## config.mk

```make
export PLATFORM = sky130hd
export DESIGN_NAME = sockit_lfsr
export DESIGN_NICKNAME = d
export VERILOG_FILES = /design/src/rtl/sockit_cdc_pkg.sv /design/src/rtl/sockit_lfsr.sv
export SDC_FILE = /design/constraint.sdc
export NUM_CORES = 1
export LEC_CHECK = 0
export BUFFER_PORTS_ARGS = -buffer_cell sky130_fd_sc_hd__buf_2
export CORE_AREA = 5 5 61 63
export DETAILED_ROUTE_END_ITERATION = 7
export DIE_AREA = 0 0 66 68
export GPL_ROUTABILITY_DRIVEN = 0
export SLEW_MARGIN = 20
export SYNTH_ARGS = -nofsm -noshare
export SYNTH_HDL_FRONTEND = slang
export SYNTH_SLANG_ARGS = --single-unit
```

## constraint.sdc

```tcl
create_clock -name i_clk -period 1.37 [get_ports i_clk]
set_input_delay 0 -clock i_clk [delete_from_list [all_inputs] [get_ports i_clk]]
set_output_delay 0 -clock i_clk [all_outputs]
set_load 0.01 [all_outputs]
```

## src/rtl/sockit_cdc_pkg.sv

```systemverilog
// Shared types and constants for the sockit CDC stream checker.
package sockit_cdc_pkg;

  typedef enum logic [1:0] {
    ST_IDLE = 2'd0,
    ST_RUN  = 2'd1,
    ST_DONE = 2'd2
  } state_t;

  // x^32 + x^22 + x^2 + x + 1, right-shifting Galois form
  localparam logic [31:0] LFSR_POLY = 32'h80200003;
  localparam logic [31:0] LFSR_SEED = 32'h00000001;

  function automatic logic [31:0] lfsr_step(input logic [31:0] v);
    return (v >> 1) ^ (v[0] ? LFSR_POLY : 32'h0);
  endfunction

endpackage

```

## src/rtl/sockit_lfsr.sv

```systemverilog
// 32-bit Galois LFSR with step enable and synchronous seed load.
module sockit_lfsr
  import sockit_cdc_pkg::*;
#(
  parameter logic [31:0] SEED = LFSR_SEED
) (
  input  logic        i_clk,
  input  logic        i_rst,
  input  logic        i_en,
  input  logic        i_ld,
  output logic [31:0] o_q
);

  logic [31:0] r_q;

  always_ff @(posedge i_clk) begin
    if (i_rst || i_ld) r_q <= SEED;
    else if (i_en)     r_q <= lfsr_step(r_q);
  end

  assign o_q = r_q;

endmodule

```

After elaboration in Yosys (flattened, before gate mapping)
Index checks and enable logic that the tools add are counted.
W data, S select, Z words.
- input port bits: 4
- flip-flop bits (word level): 32
- word-level logic and storage cells: 4
- output and inout bits: 32
- bitwise gates (word level): 1
- multiplexer cells: 1
- reductions and logical operators: 1
- operator list (operator ; number):
    $mux W32 ; 1
    $xor A31 B32 Y32 ; 1
    $logic_or A1 B1 Y1 ; 1

Longest topological paths before layout
- word-level depth: 2
- mapped depth: 4
- depth with buffers taken out: 2

Worst setup path after synthesis
OpenSTA, ideal clock, no wires.
- path type: flip-flop to flip-flop
- start point: reg r_q[0] (netlist: o_q[0])
- end point: reg r_q[21] (netlist: o_q[21])
- period minus slack after synthesis: 0.827 ns
- cell stages (with the launch flop): 3
- path slack: 0.543 ns
- library setup time: 0.079 ns
- arrival: 0.748 ns
- cells stage by stage: dfxtp_1 -> xnor2_1 -> a211oi_2
- word-level cells in the longest chain between the ends: 2
- RTL lines (element ; RTL line ; text):
    start, declared ; sockit_lfsr.sv:14 ; logic [31:0] r_q;
    start signal, assigned ; sockit_lfsr.sv:18 ; else if (i_en) r_q <= lfsr_step(r_q);
    $mux W32 ; sockit_cdc_pkg.sv:15 ; return (v >> 1) ^ (v[0] ? LFSR_POLY : 32'h0);
    $xor A31 B32 Y32 ; sockit_cdc_pkg.sv:15 ;
Every way passes these cells.
A chain may end at the register's enable or synchronous reset.

Worst setup path after layout
- start point: reg r_q[0] (netlist: o_q[0])
- end point: out o_q[0]
- RTL lines (element ; RTL line ; text):
    end, declared ; sockit_lfsr.sv:11 ; output logic [31:0] o_q
No word-level cell between the ends.

==> impl_table.tex <==
\begin{tabular}{lr}
\hline
Metric & Value \\
\hline
\multicolumn{2}{l}{\textbf{Logic synthesis}} \\
\quad Share of Yosys cell area claimed by the top area cell type & 53.6\% \\
\quad FF+latch count, synth & 32 \\
\quad Post-Syn Instances & 108 \\
\quad Cell type with the highest aggregate area in the netlist & sky130\_fd\_sc\_hd\_\_dfxtp\_1 \\
\quad Unique masters post-synth & 12 \\
\quad Leading cell types by total area after synthesis & sky130\_fd\_sc\_hd\_\_dfxtp\_1 54\%, sky130\_fd\_sc\_hd\_\_mux2i\_1 24\%, sky130\_fd\_sc\_hd\_\_nor2\_1 9.7\% \\
\quad Post-synthesis share of cell area spent on and, or, nand and nor gates & 10.8\% \\
\quad Area fraction in compound gates after synthesis & 2.72\% \\
\quad Synth Area in XOR/XNOR & 1.46\% \\
\quad Mux share of post-synthesis cell area & 24.3\% \\
\quad Post-Synth Adder-Cell Area & 0\% \\
\quad Mean instance size in the synthesized netlist & 11.1 sq um \\
\quad Synth warnings & 0 \\
\quad Post-synth net total & 112 \\
\quad Cell area after synthesis & 0.00120 sq mm \\
\quad Portion of the post-synthesis area used by sequential elements & 53.6\% \\
\quad Largest family of logic cells by synthesized area & multiplexers \\
\multicolumn{2}{l}{\textbf{Timing}} \\
\quad Unrepaired setup endpoints after global routing & false \\
\quad Slew @ Worst Pin & 0.529 ns \\
\quad Final Hold Fails & 0 \\
\quad Max Slew Vio Count & 0 \\
\quad Period utilisation layout & 68.8\% \\
\quad Shortest clock period the worst path allows after layout & 0.942 ns \\
\quad Slew HR & 64.7\% \\
\quad Accumulated negative setup slack & 0 ns \\
\quad Setup skew after layout & 0.00476 ns \\
\quad Fmax & 1.06 GHz \\
\quad Setup Viol. Count Final & 0 \\
\multicolumn{2}{l}{\textbf{Power}} \\
\quad Power density over the cells & 1090 mW/mm\^{}2 \\
\quad Total internal power & 1.23 mW \\
\quad Sw Pwr & 336 uW \\
\quad Combinational Power Share & 5.4\% \\
\quad Proportion of total power due to net switching & 21.5\% \\
\quad Proportion of power drawn by flip-flops and latches & 60.2\% \\
\quad Max VDD drop & 0.809 mV \\
\quad Leak pwr & 0.704 nW \\
\quad Relative contribution of the clock network to total power & 34.4\% \\
\multicolumn{2}{l}{\textbf{Finish}} \\
\quad Net total in the final layout & 148 \\
\quad Synthesis-to-layout area growth & 19.5\% \\
\quad Antenna cell count & 0 \\
\quad Number of flip-flops under the largest register name & 32 \\
\quad Final design utilization & 44.9\% \\
\quad Fraction of final layout cells with drive strength greater than 1 & 30.3\% \\
\multicolumn{2}{l}{\textbf{Placement}} \\
\quad DPL Wire Length & 1.52 mm \\
\quad PortBufs & 35 \\
\multicolumn{2}{l}{\textbf{Floorplan}} \\
\quad Initial standard-cell utilization of the core & 37.6\% \\
\quad Number of top-level design ports & 36 \\
\quad Site row count & 21 \\
\quad Height of the die & 68 um \\
\quad Die outline area & 0.00449 sq mm \\
\quad Die Wd & 66 um \\
\quad Std-Cell Core Area & 0.00318 sq mm \\
\multicolumn{2}{l}{\textbf{Clock network}} \\
\quad Root cell of the clock tree & sky130\_fd\_sc\_hd\_\_clkbuf\_4 \\
\quad TritonCTS clock tree & built \\
\quad CTS clock-pin slew for the worst setup and hold paths & 0.09 ns \\
\quad Number of buffers inserted by hold repair at cts & 0 \\
\quad Setup Fix Bufs, Post-CTS & 0 \\
\quad Source-to-sink clock delay at the later pin of the worst-skew pair & 0.31 ns \\
\quad CTS sink cnt & 32 \\
\quad Clock buffer count from CTS & 5 \\
\quad Post-cts gate resize count & 0 \\
\quad Buffer levels on the longest clock path & 2 \\
\quad H-tree depth & 2 \\
\multicolumn{2}{l}{\textbf{Outcome}} \\
\quad Result of the run & finished clean \\
\multicolumn{2}{l}{\textbf{Drt}} \\
\quad Total vias in the final route & 852 \\
\quad Total wire length after detailed routing & 2.12 mm \\
\quad Antenna Nets Post-Route & 0 \\
\quad TritonRoute pass-1 iters & 4 \\
\quad 1st-iter DRT viols & 43 \\
\quad Drt wl/cell & 11.1 um \\
\quad Detail-routed via count per cell & 4.46 \\
\quad DRC violations left & 0 \\
\multicolumn{2}{l}{\textbf{Worst setup path}} \\
\quad Largest fanout on the critical path & 6 \\
\quad Worst setup path class & reg2out \\
\quad Slowest stage delay, CP & 0.45 ns \\
\quad Critical path buffer and inverter count & 1 \\
\quad Arrival time worst endpoint & 0.94 ns \\
\quad Endpoint required time on the critical path & 1.37 ns \\
\quad Kind of capture point of the worst setup path & primary output \\
\quad Startpoint type of the worst setup path & register \\
\quad Worst path cell trace & buf\_2 \\
\quad Library cell contributing the largest single delay on the critical path & sky130\_fd\_sc\_hd\_\_dfxtp\_1 \\
\quad Category of cells accounting for the largest share of critical-path delay & flip-flops \\
\multicolumn{2}{l}{\textbf{GRT}} \\
\quad First-pass GRT wire length & 3.63 mm \\
\quad Maximum number of pins on one net before global-route repair & 36 \\
\quad Number of global-route vias before repair & 806 \\
\quad Final global-route overflow total & 0 \\
\quad Overall global routing resource usage & 10.5\% \\
\quad Antenna violations before repair & 0 \\
\multicolumn{2}{l}{\textbf{Hold path}} \\
\quad Worst hold path class & in2reg \\
\multicolumn{2}{l}{\textbf{Run}} \\
\quad Max-cap violations & 0 \\
\hline
\end{tabular}
-- worst paths after layout --
| path | slack, ns | cells after the start | start | endpoint |
|---|---|---|---|---|
| worst min-delay path | 0.17 | 3 | i_en | o_q[21]$_SDFFE_PP0P_ |
| worst max-delay path | 0.43 | 1 | o_q[0]$_SDFFE_PP1P_ | o_q[0] |
| worst max register to register | 0.52 | 2 | o_q[0]$_SDFFE_PP1P_ | o_q[1]$_SDFFE_PP0P_ |
| worst min register to register | 0.52 | 2 | o_q[20]$_SDFFE_PP0P_ | o_q[20]$_SDFFE_PP0P_ |
-- placed cells by master, fill, tap and decap left out, drive strengths merged --
cell	instances
clkbuf	8
xnor2	2
buf	37
a21oi	1
mux2i	29
and3	1
nor2	31
o21bai	1
dfxtp	32
a211oi	2
or2	1
-- synthesized netlist by cell type --
master	n
sky130_fd_sc_hd__buf_4	1
sky130_fd_sc_hd__xnor2_1	2
sky130_fd_sc_hd__dfxtp_1	32
sky130_fd_sc_hd__a211oi_2	1
sky130_fd_sc_hd__o21bai_1	1
sky130_fd_sc_hd__and3_1	1
sky130_fd_sc_hd__a21oi_1	1
sky130_fd_sc_hd__buf_6	7
sky130_fd_sc_hd__mux2i_1	29
sky130_fd_sc_hd__a211oi_1	1
sky130_fd_sc_hd__or2_1	1
sky130_fd_sc_hd__nor2_1	31
-- metrics by stage --
stage | setup slack (ns) | std cells | area [sq um] | power (mW) | hold WS, ns
floorplan | 0.543 | 108 | 1200 | 1.04 | 0.286
global placement | 0.361 | 183 | 1370 | 1.05 | 0.430
detailed placement | 0.338 | 183 | 1370 | 1.05 | 0.433
CTS | 0.415 | 191 | 1430 | 1.59 | 0.153
global route | 0.353 | 191 | 1430 | 1.64 | 0.162
finish | 0.428 | 191 | 1430 | 1.56 | 0.172
-- logic make-up (layout without fill, tap and decap cells) --
logic type | count (synthesis) | in the layout
multiplexers | 29 | 29
AO/OA/AOI/OAI | 4 | 4
flip-flops | 32 | 32
AND/OR/NAND/NOR | 33 | 33
XOR/XNOR | 2 | 2
buffers and inverters | 8 | 45
-- layout make-up --
cell class | instances | area [sq um]
multi-input cells | 68 | 469
fillers | 317 | 1750
well taps | 46 | 57.6
clock buffers | 8 | 58.8
flip-flops and latches | 32 | 641
repair buffers | 37 | 203
-- per-layer routing --
layer,GRT usage (%),up-vias,share of wire [%]
met5,0,-,0
met3,4.43,4,6.1
met1,12.9,395,49
met2,16.1,25,44
li1,-,428,-
met4,4.57,0,1.2
-- power by group through the flow --
stage | clock network (mW) | logic (mW) | registers [mW]
after CTS | 0.561 | 0.0851 | 0.941
after global placement | 0 | 0.0838 | 0.962
after floorplan | 0 | 0.0793 | 0.964
after detailed placement | 0 | 0.0851 | 0.962
final | 0.537 | 0.0839 | 0.940
after global routing | 0.609 | 0.0914 | 0.942
Power figures use the tool's default switching activity.
